`src/rtl/mem_stage.sv`:
```
// mem_stage: RV32I memory stage, directly downstream of the ALU.
// Takes the ALU result as an effective address or as writeback data.
// Issues byte-masked loads and stores on the data memory port.
// Aligns and extends load data, and presents a registered writeback bundle.
//
// Optional feature macro: MEM_MISALIGN_TRAP_EN
//   Defined   : adds output misalign_fault. A misaligned half/word access
//               issues no memory request. It retires on the next cycle with
//               wb_regf_we=0, wb_rd_v=ex_aluout and misalign_fault=1.
//   Undefined : no alignment check. The truncated byte masks are issued as
//               computed.
//
// Handshake: ex_valid is the upstream valid, and ~mem_stall is the ready
// returned to it. A bundle is consumed on a rising edge where
// ex_valid=1 and mem_stall=0. While mem_stall=1, upstream holds every ex_*
// input stable. A memory access is therefore read straight from the held
// ex_* inputs for its whole lifetime, and no copy is kept here.
module mem_stage (
    input  logic        clk,
    input  logic        rst,
    input  logic        ex_valid,
    input  logic [31:0] ex_aluout,
    input  logic        ex_mem_read,
    input  logic        ex_mem_write,
    input  logic [2:0]  ex_funct3,
    input  logic [31:0] ex_rs2_v,
    input  logic [4:0]  ex_rd_addr,
    input  logic        ex_regf_we,
    output logic        mem_stall,
    output logic [31:0] dmem_addr,
    output logic [3:0]  dmem_rmask,
    output logic [3:0]  dmem_wmask,
    output logic [31:0] dmem_wdata,
    input  logic [31:0] dmem_rdata,
    input  logic        dmem_resp,
    output logic        wb_valid,
    output logic [4:0]  wb_rd_addr,
    output logic [31:0] wb_rd_v,
    output logic        wb_regf_we,
`ifdef MEM_MISALIGN_TRAP_EN
    output logic        misalign_fault,
`endif
    output logic        dbg_state
);

    // IDLE: accepting bundles. WAIT: one memory access outstanding.
    typedef enum logic {
        ST_IDLE = 1'b0,
        ST_WAIT = 1'b1
    } state_t;

    state_t      r_state;
    logic        r_wb_valid;
    logic [4:0]  r_wb_rd_addr;
    logic [31:0] r_wb_rd_v;
    logic        r_wb_regf_we;
`ifdef MEM_MISALIGN_TRAP_EN
    logic        r_misalign_fault;
`endif

    logic [1:0]  w_off;       // byte offset within the addressed word
    logic [4:0]  w_shamt;     // lane shift in bits (8 * offset)
    logic        w_f3_ok;     // funct3 is one of lb/lh/lw/lbu/lhu
    logic        w_is_mem;    // bundle asks for a memory access at all
    logic        w_legal;     // exactly one of read/write, and a legal width
    logic        w_misalign;  // misaligned half/word (trap build only)
    logic        w_issue;     // a request goes out on the port this cycle
    logic        w_rd_we;     // register write enable, with x0 suppressed
    logic [3:0]  w_mask;      // byte lanes touched by this access
    logic [31:0] w_rshift;    // read data shifted down to lane 0
    logic [31:0] w_load;      // aligned and extended load result

    assign w_off    = ex_aluout[1:0];
    assign w_shamt  = {w_off, 3'b000};
    assign w_is_mem = ex_mem_read | ex_mem_write;
    assign w_legal  = w_f3_ok & (ex_mem_read ^ ex_mem_write);
    assign w_rd_we  = ex_regf_we & (ex_rd_addr != 5'd0);

`ifdef MEM_MISALIGN_TRAP_EN
    // A half access needs an even offset, and a word access needs offset 0.
    assign w_misalign = ((ex_funct3[1:0] == 2'b01) & w_off[0]) |
                        ((ex_funct3[1:0] == 2'b10) & (w_off != 2'b00));
`else
    assign w_misalign = 1'b0;
`endif

    // A request is only issued from IDLE, so masks last exactly one cycle.
    assign w_issue = (r_state == ST_IDLE) & ex_valid & w_is_mem & w_legal & ~w_misalign;

    // Decode which funct3 codes describe a real load/store width.
    always_comb begin
        w_f3_ok = 1'b0;
        case (ex_funct3)
            3'b000, 3'b001, 3'b010, 3'b100, 3'b101: w_f3_ok = 1'b1;
            default:                                w_f3_ok = 1'b0;
        endcase
    end

    // Build the byte-lane mask. The shifts are 4 bits wide and drop lanes that
    // fall off the top of the word.
    always_comb begin
        w_mask = 4'b0000;
        case (ex_funct3[1:0])
            2'b00:   w_mask = 4'b0001 << w_off;
            2'b01:   w_mask = 4'b0011 << w_off;
            2'b10:   w_mask = 4'b1111;
            default: w_mask = 4'b0000;
        endcase
    end

    // Shift the read data down to lane 0, then sign- or zero-extend it by width.
    always_comb begin
        w_rshift = dmem_rdata >> w_shamt;
        w_load   = w_rshift;
        case (ex_funct3)
            3'b000:  w_load = {{24{w_rshift[7]}}, w_rshift[7:0]};
            3'b001:  w_load = {{16{w_rshift[15]}}, w_rshift[15:0]};
            3'b010:  w_load = w_rshift;
            3'b100:  w_load = {24'h000000, w_rshift[7:0]};
            3'b101:  w_load = {16'h0000, w_rshift[15:0]};
            default: w_load = w_rshift;
        endcase
    end

    // The memory port follows the held ex_* inputs. Masks are gated by the
    // issue cycle.
    assign dmem_addr  = {ex_aluout[31:2], 2'b00};
    assign dmem_wdata = ex_rs2_v << w_shamt;
    assign dmem_rmask = (w_issue & ex_mem_read)  ? w_mask : 4'b0000;
    assign dmem_wmask = (w_issue & ex_mem_write) ? w_mask : 4'b0000;

    // Stall from the issue cycle until the cycle in which the response arrives.
    assign mem_stall = w_issue | ((r_state == ST_WAIT) & ~dmem_resp);

    // Sequence memory accesses and register the writeback bundle.
    always_ff @(posedge clk) begin
        if (rst) begin
            r_state      <= ST_IDLE;
            r_wb_valid   <= 1'b0;
            r_wb_rd_addr <= 5'd0;
            r_wb_rd_v    <= 32'd0;
            r_wb_regf_we <= 1'b0;
`ifdef MEM_MISALIGN_TRAP_EN
            r_misalign_fault <= 1'b0;
`endif
        end else begin
`ifdef MEM_MISALIGN_TRAP_EN
            r_misalign_fault <= 1'b0;
`endif
            case (r_state)
                ST_IDLE: begin
                    if (!ex_valid) begin
                        // Bubble: nothing retires.
                        r_wb_valid   <= 1'b0;
                        r_wb_regf_we <= 1'b0;
                    end else if (w_issue) begin
                        // The access is on the port now. Writeback waits for the response.
                        r_state      <= ST_WAIT;
                        r_wb_valid   <= 1'b0;
                        r_wb_regf_we <= 1'b0;
`ifdef MEM_MISALIGN_TRAP_EN
                    end else if (w_is_mem && w_legal && w_misalign) begin
                        // Trapped misaligned access retires at once, with no register write.
                        r_wb_valid       <= 1'b1;
                        r_wb_rd_addr     <= ex_rd_addr;
                        r_wb_rd_v        <= ex_aluout;
                        r_wb_regf_we     <= 1'b0;
                        r_misalign_fault <= 1'b1;
`endif
                    end else if (w_is_mem) begin
                        // Illegal width, or both read and write set: retire as a bubble.
                        r_wb_valid   <= 1'b0;
                        r_wb_regf_we <= 1'b0;
                    end else begin
                        // Plain ALU result passes straight through to writeback.
                        r_wb_valid   <= 1'b1;
                        r_wb_rd_addr <= ex_rd_addr;
                        r_wb_rd_v    <= ex_aluout;
                        r_wb_regf_we <= w_rd_we;
                    end
                end
                ST_WAIT: begin
                    if (dmem_resp) begin
                        // Access done. A load writes its data back; a store only retires.
                        r_state      <= ST_IDLE;
                        r_wb_valid   <= 1'b1;
                        r_wb_rd_addr <= ex_rd_addr;
                        r_wb_rd_v    <= ex_mem_read ? w_load : ex_aluout;
                        r_wb_regf_we <= ex_mem_read & w_rd_we;
                    end else begin
                        r_wb_valid   <= 1'b0;
                        r_wb_regf_we <= 1'b0;
                    end
                end
                default: begin
                    r_state      <= ST_IDLE;
                    r_wb_valid   <= 1'b0;
                    r_wb_regf_we <= 1'b0;
                end
            endcase
        end
    end

    assign wb_valid   = r_wb_valid;
    assign wb_rd_addr = r_wb_rd_addr;
    assign wb_rd_v    = r_wb_rd_v;
    assign wb_regf_we = r_wb_regf_we;
`ifdef MEM_MISALIGN_TRAP_EN
    assign misalign_fault = r_misalign_fault;
`endif
    assign dbg_state  = (r_state == ST_WAIT);

endmodule

```
`config.mk`:
```
export PLATFORM = sky130hd
export DESIGN_NAME = mem_stage
export DESIGN_NICKNAME = d
export VERILOG_FILES = /design/src/rtl/mem_stage.sv
export SDC_FILE = /design/constraint.sdc
export NUM_CORES = 1
export LEC_CHECK = 0
export CORE_ASPECT_RATIO = 1.2
export CORE_MARGIN = 2
export CORE_UTILIZATION = 32
export CTS_BUF_LIST = sky130_fd_sc_hd__clkbuf_8
export DETAILED_ROUTE_END_ITERATION = 8
export PLACE_DENSITY = 0.85
export SETUP_SLACK_MARGIN = 0.15
export SLEW_MARGIN = 40
export SYNTH_ARGS = -nofsm -noshare
export SYNTH_HDL_FRONTEND = slang
export SYNTH_SLANG_ARGS = --single-unit
```
`constraint.sdc`:
```
create_clock -name clk -period 1.6 [get_ports clk]
set_input_delay 0.16 -clock clk [delete_from_list [all_inputs] [get_ports clk]]
set_output_delay 0.16 -clock clk [all_outputs]
set_load 0.01 [all_outputs]
```
* After elaboration in Yosys (flattened, before gate mapping)
Index checks and enable logic that the tools add are counted.
** Operators by class
- Div/mod/pow operators :: 0
- Bitwise logic cells :: 14
- Order comparisons :: 0
- Shift-type cells :: 4
- Mux-type cells :: 30
- Reductions and logical operators :: 5
- $add $sub $neg :: 0
- Multiply operators :: 0
- Eq/ne operators :: 10
** Operator list (number)
- two-way mux 32 bit :: 5
- one-hot mux 32 bit (4 select lines) :: 1
- one-hot mux 32 bit (2 select lines) :: 1
- left shift 32 x 5 -> 32 bit :: 1
- >> shifter 32 x 5 -> 32 bit :: 1
- two-way mux 5 bit :: 4
- two-way mux 1 bit :: 12
- one-hot mux 4 bit (3 select lines) :: 1
- one-hot mux 5 bit (2 select lines) :: 1
- bitwise AND 1 bit :: 9
- two-way mux 4 bit :: 2
- inequality test 2 bit (second input constant) :: 4
- equality test 3 bit (second input constant) :: 2
- one-hot mux 1 bit (2 select lines) :: 3
- nonzero test 5 bit :: 1
- OR reduction 5 bit :: 1
- AND reduction 4 bit :: 1
- left shift 1 x 2 -> 4 bit (first input constant) :: 1
- left shift 2 x 2 -> 4 bit (first input constant) :: 1
- equality test 3 x 1 -> 1 bit (second input constant) :: 1
- equality test 3 x 2 -> 1 bit (second input constant) :: 1
- logical NOT 3 bit :: 1
- equality test 2 x 1 -> 1 bit (second input constant) :: 1
- equality test 2 bit (second input constant) :: 1
- 4 further kinds :: 6
** Storage, ports and cells
- Bits in latches :: 0
- Bits in registers :: 40
- Input bits :: 111
- RAM bits :: 0
- ROM bits :: 0
- Memories kept :: 0
- Output and inout bits :: 113

* Logic depth before layout (Yosys ltp)
Gate-level depths: netlist of the first run.
- Depth in word-level cells :: 8
- Depth in mapped cells :: 8
- Gate-level depth less buffers :: 6

* Least setup slack after synthesis of the first run
Ideal clock, no wire load.
- Kind :: register -> register
- Start :: register r_state, in the netlist dbg_state
- End :: register r_wb_rd_v[27], in the netlist wb_rd_v[27]
- Required time :: 1.474 ns
- Clock period less this slack :: 1.575 ns
- Setup time :: 0.126 ns
- Cell stages (with the launch flop) :: 7
- Slack :: 0.025 ns
- Data arrival time :: 1.450 ns
- Cell sequence :: dfxtp_1 > and3b_1 > or2_2 > buf_2 > clkbuf_1 > o22ai_1 > a21oi_1
** On the way
- Word-level cells in the longest chain between the ends :: 6
- Elaborated cells on any way between the ends :: 10
- Those cells by class :: eq/ne: 4; mux: 1; bitwise: 4; reduce/logical: 1
** RTL lines
- start, declared :: line 52 : state_t r_state;
- start signal, assigned :: line 138 : r_state <= ST_IDLE;
- start signal, assigned :: line 158 : r_state <= ST_WAIT;
- start signal, assigned :: line 185 : r_state <= ST_IDLE;
- NOT 1 bit
- bitwise AND 1 bit (3 in a row) :: line 88 : assign w_issue = (r_state == ST_IDLE) & ex_valid & w_is_mem & w_legal & ~w_misalign;
- inequality test 2 bit (no line)
- AND reduction 4 bit (no line)
- end signal, assigned :: line 178 : r_wb_rd_v <= ex_aluout;
- end signal, assigned :: line 188 : r_wb_rd_v <= ex_mem_read ? w_load : ex_aluout;
- end, declared :: line 55 : logic [31:0] r_wb_rd_v;
Several ways; a longest one is shown, not always the timed one.
A chain may end at the register's enable or synchronous reset.

* Final worst setup path of the first run
- Start :: register r_state, in the netlist dbg_state
- End :: register r_wb_rd_v[29], in the netlist wb_rd_v[29]
Same word-level chain as after synthesis.

==> flow_summary.yaml, run 1 <==
layout:
  final_common_cell: "clkdlybuf4s50_1"
  drive_gt1_share_pct: 32.9
  stdcell_area_um2: 6690
  antenna_cells: 0
  nets: 763
  layout_common_cells: "155 x clkdlybuf4s50_1, 44 x buf_4, 38 x dlygate4sd2_1, 37 x dfxtp_1, 35 x nand2_1"
  area_delta_synth_final_pct: 117
power:
  p_leak_nw: 2.82
  peakVddDrop_uv: 332
  total_power_mw: 3.53
  p_per_area_nw_per_um2: 529
sta:
  setup_viol_count_final: 39
  skew_ns: 0.00885
  rsz0062_at_grt: "true"
  final_max_slew_viol_count: 0
  finalHoldViolations: 0
  max_freq_mhz: 583
  hold_ws_ns: 0.425
  period_minus_slack_ns: 1.72
  setup_ws_ns: -0.115
  fin_crit_sh_pct: 107
  slew_headroom_pct: 58.1
  worstMarginPinSlew_ns: 0.622
route:
  ant_nets: 0
  via_per_inst: 5.55
  drt_wl_total_mm: 16.2
  drc: 0
  vias: 4293
  wl_per_cell_um: 20.9
  dr.pass1.iters: 4
  first_iter_violations: 189
worst_setup_path:
  crit_required_ns: 1.79
  path_common_cell: "buf_6"
  r2r-start: "dbg_state"
  path_max_fanout: 8
  endpoint_kind: "flop"
  crit_start: "dbg_state"
  crit_buf_inv: 4
  arrival_ns: 1.91
  slowest_delay_ns: 0.37
  crit_path_start_kind: "flop"
  worst-setup-path-type: "flop to flop"
  cp_slowest_cell: "dfxtp_4"
  crit_chain: "buf_6, and3b_2, buf_6, or2_4, buf_12, buf_16, o22ai_4, a21oi_2"
  critPathTopFamily: "simple AND/OR/NAND/NOR gates"
clocking:
  clock_latency_ns: 0.30
  htree_levels: 2
  cts_tree: "built"
  cts-root-buf: "clkbuf_8"
  clkTransAtPathRegs_ns: 0.08
  cts_hold_buf: 0
  clock-sinks: 40
  cts_max_path_buffers: 2
  numCtsBuffers: 5
floorplanning:
  ios: 224
  initial_core_util_pct: 32.6
  dieHeight_um: 112
  core_um2: 9470
  die_area_um2: 10500
  die_w_um: 93.7
  rows: 39
global_routing:
  gr-total-overflow: 0
  grt_max_degree: 29
  grt_pass1_wl_mm: 22.2
  grt_usage_pct: 27.0
  grt_pass1_vias: 4322
  antenna_found_initial: 0
worst_hold_path:
  holdCritPathClass: "input port to flop"
  min_from: "ex_regf_we"
placement:
  gp_congestion: 0.905
  dp_slack_ns: -0.661
  dpl.hpwl_mm: 10.1
  place_area_um2: 5520
  io_buffers: 221
yosys:
  netlist_instances: 413
  syn_area_um2: 3090
  synth-seq-cells: 40
  syn_area_per_cell_um2: 7.47
  synth_ff_type: "dfxtp_1"
  synth_cell_types: 37
  yosys_warnings: 0
  ys_async_sr_fraction_pct: 0
  ys_seq_area_share_pct: 25.9
  synth_edf_count: 0
status:
  violations: "negative setup slack"
  status: "finished with violations"
flow_run:
  drv_cap: 0
[registers in the layout, indices dropped and copies added, names as in the netlist]
register and count:
wb_rd_v 32, wb_rd_addr 5, dbg_state 1, wb_regf_we 1, wb_valid 1
[cell type report]
class / count / area, um2
clock buffer: 5 / 68.8
clock inverter: 3 / 12.5
fill: 688 / 2780
inverter: 7 / 26.3
multi-input combinational: 301 / 2610
sequential: 40 / 807
tap: 123 / 154
timing repair buffer: 295 / 3010
[report_power, final]
| group | internal, mW | switching (mW) |
|---|---|---|
| Clock | 0.294 | 0.372 |
| Sequential | 1.07 | 0.0773 |
| Combinational | 0.942 | 0.783 |
[worst paths after layout]
kind / endpoint / slack (ns) / depth (start not counted)
min: wb_regf_we / 0.43 / 2
max: wb_rd_v[29] / -0.12 / 8
max reg2reg: wb_rd_v[29] / -0.12 / 8
min reg2reg: wb_rd_addr[4] / 0.47 / 2
[cells in the mapped netlist, types with 2 or more instances]
master    instances  area share [%]
nand2_1          56             6.8
a21oi_1          41             6.6
dfxtp_1          40              26
buf_4            34             8.3
mux2i_1          32              10
o21ai_0          29             4.7
nor2_1           27             3.3
a211oi_1         22             5.4
o22ai_1          16             3.2
clkbuf_1         15             1.8
nor2b_1          12             2.4
buf_2            10             1.6
a221oi_1          9             2.6
and2_1            9             1.8
nand3b_1          8             1.9
inv_1             7            0.85
mux2_2            7             2.6
buf_1             6            0.73
o211ai_1          6             1.5
nor3_1            4            0.65
o311ai_0          3            0.85
a21o_1            2            0.49
and3_1            2            0.41
ha_1              2            0.81
or2_2             2            0.41
[kinds of logic after synthesis]
logic type	Yosys count	share of synthesized area, %
compound gates	131	26.3
fa+ha+maj	2	0.811
buf+inv	73	13.7
flops	40	25.9
mux	40	13.7
other cells	1	0.121
simple gates	126	19.5
[metrics by stage]
| step | instances | setup TNS, ns | utilization, % |
|---|---|---|---|
| floorplan | 414 | 0 | - |
| finish | 774 | -2.28 | 70.6 |
| global route | 774 | -3.93 | 70.6 |
| detailed placement | 744 | -19.34 | 58.3 |
| CTS | 769 | -0.0440 | 65.8 |
| global placement | 744 | -16.76 | 58.3 |
[timing repair]
action | in CTS | in global routing
buffers inserted | 9 | 5
gates cloned | 8 | 0
setup endpoints to repair | 79 | 62
gates resized for setup | 207 | 86
pin swaps | 48 | 31
[layer usage]
| layer | vias up | routed length (um) | global-route usage, % |
|---|---|---|---|
| met1 | 2063 | 5520 | 27.4 |
| met3 | 54 | 1330 | 6.70 |
| met4 | 0 | 766 | 11.9 |
| met2 | 248 | 8590 | 51.0 |
| met5 | - | 0 | 0 |
| li1 | 1928 | - | - |
Note: power is estimated with default switching activity, not from simulation.
==> run 2: changes to the inputs <==
--- a/config.mk
+++ b/config.mk
@@ -9,6 +9,7 @@
 export CORE_MARGIN = 2
 export CORE_UTILIZATION = 32
 export CTS_BUF_LIST = sky130_fd_sc_hd__clkbuf_8
+export CTS_CLUSTER_DIAMETER = 40
 export DETAILED_ROUTE_END_ITERATION = 8
 export PLACE_DENSITY = 0.85
 export SETUP_SLACK_MARGIN = 0.15
==> results of run 2 <==
Final layout, timing and power as in run 1 (identical DEF).
